$ cat src/rtl/ring_counter_param.sv
// Parameterised ring / Johnson counter with load, direction control,
// illegal-state self-correction and a wrap pulse on return to the seed.
module ring_counter_param #(
    parameter int WIDTH = 4
) (
    input  logic             clk,
    input  logic             rst,
    input  logic             en,
    input  logic             mode,
    input  logic             dir,
    input  logic             load,
    input  logic [WIDTH-1:0] load_val,
    output logic [WIDTH-1:0] q,
    output logic             wrap,
    output logic             err
);

    logic [WIDTH-1:0] seed;
    logic [WIDTH-1:0] shifted;
    logic             legal;
    logic [WIDTH-1:0] q_nxt;
    logic             wrap_nxt;
    logic             err_nxt;

    function automatic logic [WIDTH-1:0] seed_of(input logic m);
        logic [WIDTH-1:0] s;
        s = '0;
        if (!m) s[0] = 1'b1;
        return s;
    endfunction

    // Johnson states are exactly those with at most one adjacent-bit boundary.
    function automatic logic is_legal(input logic [WIDTH-1:0] s, input logic m);
        int n;
        if (m) n = $countones(s[WIDTH-2:0] ^ s[WIDTH-1:1]);
        else   n = $countones(s);
        return m ? (n <= 1) : (n == 1);
    endfunction

    function automatic logic [WIDTH-1:0] shift_of(input logic [WIDTH-1:0] s,
                                                  input logic m, input logic d);
        logic [WIDTH-1:0] r;
        if (!d) r = {s[WIDTH-2:0], s[WIDTH-1] ^ m};
        else    r = {s[0] ^ m, s[WIDTH-1:1]};
        return r;
    endfunction

    assign seed    = seed_of(mode);
    assign legal   = is_legal(q, mode);
    assign shifted = shift_of(q, mode, dir);

    always_comb begin
        q_nxt    = q;
        wrap_nxt = 1'b0;
        err_nxt  = 1'b0;
        if (load) begin
            q_nxt = load_val;
        end else if (en) begin
            if (!legal) begin
                q_nxt   = seed;
                err_nxt = 1'b1;
            end else begin
                q_nxt    = shifted;
                wrap_nxt = (shifted == seed);
            end
        end
    end

    always_ff @(posedge clk) begin
        if (rst) begin
            q    <= seed;
            wrap <= 1'b0;
            err  <= 1'b0;
        end else begin
            q    <= q_nxt;
            wrap <= wrap_nxt;
            err  <= err_nxt;
        end
    end

endmodule

$ cat config.mk
export PLATFORM = sky130hd
export DESIGN_NAME = ring_counter_param
export DESIGN_NICKNAME = d
export VERILOG_FILES = /design/src/rtl/ring_counter_param.sv
export SDC_FILE = /design/constraint.sdc
export NUM_CORES = 1
export LEC_CHECK = 0
export CAP_MARGIN = 15
export CORE_MARGIN = 2
export CORE_UTILIZATION = 41
export CTS_CLUSTER_DIAMETER = 80
export DETAILED_ROUTE_END_ITERATION = 6
export GPL_TIMING_DRIVEN = 0
export MAX_ROUTING_LAYER = met4
export PLACE_DENSITY = 0.73
export SLEW_MARGIN = 20
export SYNTH_ARGS = -nofsm -noshare
export SYNTH_HDL_FRONTEND = slang
export SYNTH_SLANG_ARGS = --single-unit
$ cat constraint.sdc
create_clock -name clk -period 2.4 [get_ports clk]
set_input_delay 0.48 -clock clk [delete_from_list [all_inputs] [get_ports clk]]
set_output_delay 0.48 -clock clk [all_outputs]
set_load 0.02 [all_outputs]
* After elaboration in Yosys (flattened, before gate mapping) *
Cells that the tools add are included.

cells by class
  $add $sub $neg = 5
  $lt $le $gt $ge = 1
  eq/ne operators = 2
  muxes and demuxes = 9
  bitwise gates (word level) = 5
  reductions and logical operators = 4

operator list
  cell                 number
  $eq 32x2->1 const B  1
  $le 32x2->1 const B  1
  $mux 4               4
  $add 1x1->2          3
  $eq 4x1->1           1
  $mux 1               4
  $reduce_or 4->1      1
  $add 2x1->3          1
  $add 2x2->3          1
  $mux 3               1
  $reduce_bool 3->1    1
  $reduce_or 3->1      1
  $xor 3x3->3          1
  $not 1->1            2
  $reduce_bool 2->1    1
  $xor 1x1->1          2

word-level totals
  bits in registers = 6
  input port bits = 10
  output and inout bits = 6

* Depth between registers and ports, before layout *
  word-level depth = 10
  gate-level depth with buffers = 6

* Worst setup path before layout *
Ideal clock, no wire load.

  kind = register to register
  from = register q[1]
  to = register q[0], data pin
  setup time = 273 ps
  arrival time = 2265 ps
  data required time = 2127 ps
  slack = -138 ps
  cell stages (with the launch flop) = 7
  buffers on the path = 0
  period minus slack after synthesis = 2538 ps
  cells stage by stage = dfxtp_1 > fa_1 > ha_1 > ha_1 > or4b_1 > o2111ai_1 > o221ai_1

on the way
  longest elaborated chain between the ends = 10
  elaborated cells on any way between the ends = 14

ends and longest elaborated chain
  element                                            line  RTL
  from (decl)                                        13    output logic [WIDTH-1:0] q,
  from (signal assigned)                             75    q <= q_nxt;
  $xor 3x3->3                                        35    if (m) n = $countones(s[WIDTH-2:0] ^ s[WIDTH-1:1]);
  $add 1x1->2                                        35
  $add 2x1->3                                        35
  $mux 3                                             35
  $le 32x2->1 / $eq 32x2->1 (equally long branches)  37    return m ? (n <= 1) : (n == 1);
  $mux 1                                             37
  $mux 4 (*)                                         59    if (!legal) begin
  $mux 4 (*)                                         58    end else if (en) begin
  $mux 4 (*)                                         56    if (load) begin
  $mux 1 (*)                                         70    if (rst) begin

Mark *: on every way between the ends. The rest lies on a longest branch, timed or not. The select of a mux whose other input is x is not followed.
A chain may end at the register's enable or synchronous reset.

* Worst setup path in the final report *
Ends and elaborated chain as after synthesis.

==> flow_results.org <==
** Place
- Post-detailed-placement half-perimeter wirelength :: 938.9 µm
- Placed Instances :: slightly below 90
- Buffers placed on the I/O ports in this run total 13.
- Final weighted congestion in routability-driven placement :: 0.8124
- Worst-case setup slack after placement :: -0.01333 ns

** STA
- Setup violations remaining at the end of the flow were counted as 0.
- Maximum operating frequency :: roughly 440 MHz
- Clock skew on the completed layout was measured at 0.01089 ns.
- Share of the clock period used by the worst path after layout :: a little over nine tenths
- Worst max-slew margin expressed relative to the limit :: 74.12%
- The worst path meets setup with 0.1050 ns of slack.
- The total count of max-transition violations in the final report is 0.
- For the pin with the worst max-slew slack, the measured transition is a little under 0.4 ns.
- Setup repair after global routing left no endpoint under its margin.
- The smallest clock period supported by the final layout is computed as 2.295 ns.
- The final count of hold timing violations is 0.
- After routing, the total negative slack on setup checks comes to 0 ns.

** Detailed routing
- Dividing the detail-routed wire length by the instance count gives ~13 µm.
- Once detail routing completed, the nets flagged for antenna violations numbered 0.
- After detailed routing, the number of vias per cell comes to 5.366.
- For this run, design rule violations remaining after detail routing come to 0.
- After the first detailed-routing iteration, the DRC count stood at 5.
- Vias post-DR :: about 500
- The pre-antenna-repair detailed-routing pass consisted of 3 iterations.
- Summed over all layers, the routed wires come to between 1000 and 1500 µm.

** Finish
- Area of the multi-input gates :: 409.1 µm²
- Of the cells placed in the final design, the portion with a size suffix greater than 1 is between 20% and 30%.
- Registers take roughly 130 µm².
- Final Net Count :: 94
- Area growth from synthesis to layout :: 35.41%
- For this run, the share of the core covered by cells in the final layout is roughly three fifths.
- 0 antenna diodes ended up in the layout.
- Number of cells in the finished layout apart from fillers :: between 90 and 100
- Counting the fill cells in the layout gives around 110.

** Power and ir drop
- In this run, flip-flops and latches consume between 30% and 40% of the power.
- Combinational cells account for a little over two fifths of the total power.
- Summed over all cells, the static leakage comes to about 0.3 nW.
- Across the VDD grid, the largest voltage drop is roughly 340 µV.
- Power spread over the standard cell area amounts to slightly above 500 nW/µm².
- Switching Fraction :: between 30% and 40%
- The clock network is responsible for between 20% and 30% of the overall power.
- Summed over all nets, the switching power comes to about 0.13 mW.
- Internal Pwr Total :: 0.2591 mW

** Clocking
- Number of instances resized during post-cts repair :: 0
- The tree is rooted in a sky130_fd_sc_hd__clkbuf_4.
- TritonCTS built the clock tree.
- Hold bufs inserted after CTS :: 0
- The clock reaches the later pin of the worst-skew pair after between 0.2 and 0.3 ns.
- Number of clock sinks :: 6
- Total CTS buffers :: 3
- Maximum number of buffers from clock root to sink :: 2
- CTS built an H-tree with a depth of 1.
- After clock tree synthesis, the clock-pin slew on the worst setup and hold paths is approximately 0.05 ns.

** Logic synthesis
- The Yosys step of the flow raised 0 warnings.
- Gate count of the mapped netlist :: 60
- Cell types with the highest counts after synthesis :: sky130_fd_sc_hd__a21oi_1 (7), sky130_fd_sc_hd__dfxtp_1 (5)
- Synthesized net count :: 75
- Synthesized-area fraction occupied by and/or/nand/nor cells :: a little under a quarter
- Synthesis inferred 6 register bits.
- Portion of synthesized cell area occupied by the leading cell type :: between 15 and 20%
- Summed over all instances, the cell type with the most area after synthesis is sky130_fd_sc_hd__dfxtp_1.
- Summing the sequential cell areas from Yosys gives a little under a quarter of the chip area.
- Compound-cell area share of the yosys netlist :: between 20% and 30%
- Library cells used by synthesis :: 30
- After Yosys synthesis, XOR and XNOR cells account for 6.236% of the synthesized area.
- In this run the mean area of a mapped cell was 9.363 µm².
- In the synthesized netlist the dominant register cell turns out to be sky130_fd_sc_hd__dfxtp_1.
- Of the total synthesized cell area, the portion taken by full adders, half adders and majority gates is between 10% and 20%.
- Largest cells by area after synthesis :: sky130_fd_sc_hd__dfxtp_1 (18%), sky130_fd_sc_hd__fa_1 (7.1%), sky130_fd_sc_hd__ha_1 (6.7%)
- Counting flops with a built-in enable in the synthesized netlist gives 1.
- Combinational family with the most area after synthesis :: simple AND/OR/NAND/NOR gates
- The cell area that synthesis handed to floorplanning was about 560 µm².
- Cell with the most instances after synthesis :: sky130_fd_sc_hd__a21oi_1
- Share of cell area taken by muxes after synthesis :: about 5.8%
- Proportion of synthesized flip-flops having asynchronous set or reset :: 0%

** Worst setup path
- Kind of critical path :: reg2reg
- Highest fanout seen on the critical path :: 10
- Crit start category :: flop
- The worst register-to-register path ends at q[0].
- The number of cells on the worst reg-to-reg path is 6.
- Startpoint of the worst-slack reg-to-reg timing path :: q[1]
- The worst setup path is captured at a flop.
- Register-to-Register Setup Slack :: between 0.1 and 0.15 ns
- WP data arrival :: ~2.3 ns
- Worst endpoint required time :: 2.39 ns

** Global route
- Global Route Usage Sum :: a little under a fifth
- The first global-routing pass estimated approximately 2000 µm of wire.
- The number of global-route vias before repair was 427.
- Entering global routing, the biggest net connects 11 pins.
- Antenna violations before repair :: 0
- Gr ovfl total :: 0

** Min path
- The worst hold path begins at mode.
- Along the worst hold path, the cell count comes to 2.
- In this run the worst hold path is classified as in2reg.
- Destination of the worst hold path :: q[0]

** Die
- In this run the standard cell core region covers roughly 1300 µm².
- The initial utilization of the core area, before any placement, comes to 43.72%.
- The die is roughly 41 µm wide.
- Count of pins on the block boundary :: 16
- Row count :: 13
- Total die area :: 1682 µm²
- In this run the vertical extent of the chip is 41.02 µm.

** Flow run
- Max-Cap Viols :: 0

** Run status
- Outcome :: finished clean
[stage by stage]
step	cell area (µm²)	total power, mW	hold WS [ns]
floorplan	578.1	0.2330	0.5417
global placement	726.9	0.2768	0.7439
detailed placement	726.9	0.2825	0.7564
CTS	760.7	0.3917	0.6485
global route	760.7	0.4103	0.6548
finish	760.7	0.3861	0.6529
[final cells by class]
type	instances	share of cell area (%)
buffer	4	3.454
clock buffer	4	3.454
timing repair buffer	14	18.09
tap	15	2.467
inverter	3	1.480
sequential	6	17.27
multi-input combinational	47	53.78
[repair_timing]
item,in CTS,in global routing
endpoints found under the hold margin,0,0
endpoints found under the setup margin,1,1
buffers inserted,1,0
pin swaps,0,1
[cell usage in the layout (no fill, tap or decap), drive strengths merged, types with 2 or more instances in the layout]
cell type | netlist | layout
buf | 4 | 5
nor3b | 3 | 3
inv | 3 | 3
clkbuf | 0 | 4
ha | 3 | 3
nand2 | 2 | 2
nor3 | 3 | 3
o211ai | 3 | 3
xor2 | 3 | 3
a21oi | 7 | 7
nand2b | 2 | 2
fa | 2 | 2
nor2b | 3 | 3
clkdlybuf4s50 | 0 | 13
mux2 | 2 | 2
dfxtp | 5 | 5
o21ai | 2 | 2
[worst max-delay path by stage]
stage	from	end	cells past startpoint
3_3_place_gp	q[0]	q[0]	6
2_1_floorplan	q[0]	q[0]	6
3_5_place_dp	q[0]	q[0]	6
6_report	q[1]	q[0]	6
4_1_cts	q[0]	q[0]	6
5_1_grt	q[1]	q[0]	6
[per-layer routing]
metal	track usage [%]	up-vias	wire length, µm
li1	-	257	-
met1	24.58	227	560
met2	28.13	15	588
met3	8.152	0	70
met4	0	0	0
met5	-	-	0
[critical path, cell delays in order (launching register included)]
cell and delay (ns):
sky130_fd_sc_hd__dfxtp_2 0.38, sky130_fd_sc_hd__fa_1 0.56, sky130_fd_sc_hd__ha_2 0.19, sky130_fd_sc_hd__ha_4 0.21
sky130_fd_sc_hd__or4b_1 0.46, sky130_fd_sc_hd__o2111ai_1 0.09, sky130_fd_sc_hd__o221ai_1 0.14
[registers in the layout, summed over array words and instances, names as in the netlist]
register	count
q	4
err	1
wrap	1
[power by group through the flow]
stage / sequential [mW] / combinational, mW / clock, mW
2_1_floorplan: 0.133 / 0.0997 / 0
3_3_place_gp: 0.127 / 0.150 / 0
3_5_place_dp: 0.128 / 0.155 / 0
4_1_cts: 0.122 / 0.163 / 0.107
5_1_grt: 0.123 / 0.178 / 0.109
6_report: 0.122 / 0.162 / 0.103
[logic make-up after synthesis]
family,after synthesis
and+or+nand+nor,18
xor gates and xnor gates,4
adders and majority gates,5
AOI/OAI and AO/OA,17
DFF,6
buffers and inverters,7
muxes,3
Note: power is estimated with default switching activity, not from simulation.
==> RTL edit 1: new RTL, config.mk and constraints unchanged <==
Put one more register stage on the output `err`, without a reset. The value now appears one clock later. The other outputs are not delayed to match.
--- a/src/rtl/ring_counter_param.sv
+++ b/src/rtl/ring_counter_param.sv
@@ -15,4 +15,6 @@
     output logic             err
 );
+
+    logic err_s0;
 
     logic [WIDTH-1:0] seed;
@@ -71,10 +73,14 @@
             q    <= seed;
             wrap <= 1'b0;
-            err  <= 1'b0;
+            err_s0 <= 1'b0;
         end else begin
             q    <= q_nxt;
             wrap <= wrap_nxt;
-            err  <= err_nxt;
+            err_s0 <= err_nxt;
         end
+    end
+
+    always_ff @(posedge clk) begin
+        err <= err_s0;
     end
 
Behaviour: not the same (Yosys sat finds a counterexample within 4 cycles, from zero or initial values and one cycle with rst high).
==> RTL edit 1 against the original RTL <==
Final area down 0.16%; area after synthesis down 3.1%; sequential cell count up 1; routed wire length down 14%; worst setup slack worse by 29 ps; die area down 2.8%; total power up 0.37%; sequential power up 15%; via count down 4.6%; combinational power down 12%; critical endpoint unchanged; highest routed layer unchanged.
==> RTL edit 1: results (changes against the original RTL) <==
outcome: "completed"
tightest_slew_ps: 397.3  # +9.958 ps
fin_area_sq_um: 759.5  # -0.16%
synthCells: 54  # -10%
place_area_sq_um: 710.7  # -2.2%
crit_fanout: 9  # -1
synthesis.nets: 69  # -8.0%
dp_cells: 82  # -6.8%
grt_pass1_vias: 392  # -8.2%
drive_above_1_share_pct: 23.61  # +3.1 points
hpwl_microns: 789.7  # -16%
irDropWorstVdd_v: 0.0003990  # +18%
place_ws_ps: -54.18  # -40.85 ps
fin_nets: 88  # -6.4%
post_drt_via_cell_ratio: 5.471  # +2.0%
htree_levels: 1  # unchanged
synth.yosys.seq_area_share_pct: 27.59  # +4.4 points
grt_pass1_wl_microns: 1642  # -16%
routabilityCongestion: 0.7684  # -5.4%
fin_worst_skew_ps: 0.2496  # -10.64 ps
synthDistinctLibCells: 33  # +10%
detail_route.wl_per_cell_microns: 12.01  # -8.4%
power.leakage_nw: 0.2907  # -2.1%
yosys-top-cells-area: "dfxtp_1, fa_1, ha_1"
fillers: 111  # -1.8%
critPathArrivalTime_ps: 2310  # +30 ps
min_path_type: "reg -> reg"
-- RTL edit 1: what timing repair did --
action | CTS | global route
pin swaps | 0 | 0
endpoints found under the setup margin | 2 | 2
hold buffers | 0 | 0
setup buffers | 1 | 0
gates resized for setup | 0 | 3
-- RTL edit 1: final cells by class --
cell class                 instances  area share [%]
multi-input combinational         42           51.89
sequential                         7           20.43
timing repair buffer              14           18.12
buffer                             3           2.636
tap                               15           2.471
inverter                           2          0.9885
clock buffer                       4           3.460
-- RTL edit 1: power by group --
group	switching (mW)	total, mW	internal (mW)
combinational	0.0643	0.143	0.0784
clock	0.0414	0.105	0.0633
sequential	0.0118	0.140	0.128
-- RTL edit 1: layer usage --
metal	part of all wire (%)	up-vias	global-route usage, %
met3	5.3	0	10.00
met4	0	0	0
met2	50	12	27.38
met1	44	223	16.67
met5	0	-	-
li1	-	241	-
-- RTL edit 1: final timing paths --
check	slack [ps]	to	from	cells after the start
setup reg to reg	80	q[0]	q[3]	6
setup / recovery	80	q[0]	q[3]	6
hold reg to reg	330	err	err_s0	0
hold / removal	330	err	err_s0	0
-- RTL edit 1: kinds of logic after synthesis --
kind of cell / Yosys count / share of synthesized area (%)
xor+xnor: 4 / 6.438
buf+inv: 5 / 5.056
flops: 7 / 27.59
fa+ha+maj: 5 / 14.25
mux: 3 / 5.977
simple gates: 17 / 23.22
compound gates: 13 / 17.47
==> RTL edit 2: new RTL, config.mk and constraints unchanged <==
Without the edit above. Change the parameter `WIDTH` from 4 to 6.
--- a/src/rtl/ring_counter_param.sv
+++ b/src/rtl/ring_counter_param.sv
@@ -2,5 +2,5 @@
 // illegal-state self-correction and a wrap pulse on return to the seed.
 module ring_counter_param #(
-    parameter int WIDTH = 4
+    parameter int WIDTH = 6
 ) (
     input  logic             clk,
Interface: changed (resized load_val and q); port bits go from 16 to 20. No check against the original RTL was run, so the function may have changed too.
==> RTL edit 2 against the original RTL <==
Total power increased by 57%; final area is 39% higher; worst setup slack got worse by 700 ps; area after synthesis grew 31%; sequential power rose by 39%; sequential cell count rose by 2; the flow now finishes with violations (negative setup slack); routed wire length is 50% higher; via count grew 44%; critical endpoint unchanged.
==> RTL edit 2: results (changes against the original RTL) <==
clk_pin_slew_ps: 60
fin_nets: 131  # +39%
clk_latency_ps: 260
ys_warn_count: 0  # unchanged
yosys-top-cells-area: "dfxtp_1, fa_1, a221oi_1"
tritoncts.num_buffers: 3  # unchanged
critPathArrivalTime_ps: 3010  # +730 ps
drive_above_1_share_pct: 24.55  # +4.0 points
ctsHoldBuffers: 0  # unchanged
clockBufferDepth: 2  # unchanged
setup_violations: 8  # +8
tightest_slew_ps: 548.3  # +161.0 ps
antenna_found_initial: 0  # unchanged
outcome: "complete, but fails checks"
synth_compound_area_share_pct: 16.70  # -4.0 points
yosys-top-cells-count: "inv_1, nor2_1, dfxtp_1"
synthAdderAreaFrac_pct: 18.74  # +4.9 points
fin_ws_ps: -593.6  # -698.6 ps
drtIter0Drc: 26  # +21
violations: "negative setup slack"
antenna_cells: 0  # unchanged
top_regs: "q (6), err (1), wrap (1)"
firstDrtPassIters: 4  # +1
synth.yosys.seq_area_share_pct: 23.17  # about the same
synthFlopType: "dfxtp_1"
hpwl_microns: 1347  # +43%
synth-xor-area-share_pct: 8.348  # +2.1 points
synth-edff-count: 1  # unchanged
grt_pass1_vias: 617  # +44%
post_drt_via_cell_ratio: 5.326  # -0.74%
synthDistinctLibCells: 31  # +3.3%
power.leakage_nw: 0.4260  # +43%
min_path_type: "in -> reg"
synth_mux_area_share_pct: 1.533  # -4.3 points
htree_levels: 1  # unchanged
detail_route.wl_per_cell_microns: 13.54  # +3.3%
synthesis.nets: 105  # +40%
grt_usage_pct: 19.60  # +0.91 points
crit_slowest_cell: "fa_1"
grt_max_degree: 11  # unchanged
async_reset_ff_share_pct: 0  # unchanged
clockRootBuffer: "clkbuf_4"
cp_slowest_stage_delay_ps: 490  # -70 ps
irDropWorstVdd_v: 0.0003228  # -4.6%
crit_fanout: 4  # -6
grt_pass1_wl_microns: 2870  # +48%
routabilityCongestion: 0.8366  # +3.0%
fin_worst_skew_ps: 7.902  # -2.990 ps
place_ws_ps: -633.9  # -620.6 ps
numPortBuffers: 18  # +5
grt_overflow_total: 0  # unchanged
RTL edit 2: cell type report:
type,instances,area (sq um)
Timing Repair Buffer,21,202.7
Buffer,4,27.53
Inverter,11,41.29
Multi-Input combinational cell,62,551.8
Sequential cell,8,175.2
Tap cell,25,31.28
Clock buffer,4,26.28
Fill cell,152,651.9
RTL edit 2: where the power goes:
group | total (mW) | leakage (nW) | switching (mW) | internal (mW)
Combinational | 0.320 | 0.342 | 0.156 | 0.164
Sequential | 0.170 | 0.0688 | 0.0210 | 0.149
Clock | 0.117 | 0.0150 | 0.0527 | 0.0640
RTL edit 2: worst max-delay path: cells and delay by family, from the launching register on:
family	cells	cell delay, ps
and+or+nand+nor	2	520
buffers and inverters	2	140
AOI/OAI and AO/OA	1	50
DFF	1	470
adders and majority gates	4	1570
RTL edit 2: path summary, 6_finish.rpt:
path | start | end | cells after the start | slack (ps)
min | mode | q[0] | 3 | 680
max | q[0] | q[0] | 9 | -590
max reg2reg | q[0] | q[0] | 9 | -590
min reg2reg | q[1] | q[0] | 2 | 730
RTL edit 2: cell families (layout without fill, tap and decap cells):
| group | after synthesis | count (layout) |
|---|---|---|
| xor gates and xnor gates | 7 | 7 |
| AOI/OAI and AO/OA | 18 | 18 |
| buffers and inverters | 15 | 40 |
| adders and majority gates | 8 | 8 |
| DFF | 8 | 8 |
| and+or+nand+nor | 28 | 28 |
| muxes | 1 | 1 |
RTL edit 2: per-stage QoR:
stage | utilization [%] | area (sq um) | setup TNS, ps | hold WS [ps] | std cells
3_3_place_gp | 57.88 | 988.4 | -4649 | 726.7 | 128
6_report | 61.83 | 1056 | -4386 | 681.5 | 135
3_5_place_dp | 57.88 | 988.4 | -4656 | 736.9 | 128
2_1_floorplan | - | 777.0 | -4161 | 616.0 | 85
5_1_grt | 61.83 | 1056 | -5216 | 697.2 | 135
4_1_cts | 61.10 | 1044 | -4320 | 681.2 | 134
RTL edit 2: layer usage:
layer | GRT usage, % | wire length (microns) | up-vias
met1 | 25.24 | 741 | 339
met4 | 1.714 | 4 | 0
met3 | 4.706 | 172 | 2
li1 | - | - | 343
met5 | - | 0 | -
met2 | 32.22 | 911 | 35
RTL edit 2: repair_timing:
action	in CTS	in global routing
pin swaps	4	3
setup buffers	2	1
gates resized for setup	3	1
gates cloned	0	0
endpoints found under the hold margin	0	0
endpoints found under the setup margin	8	8
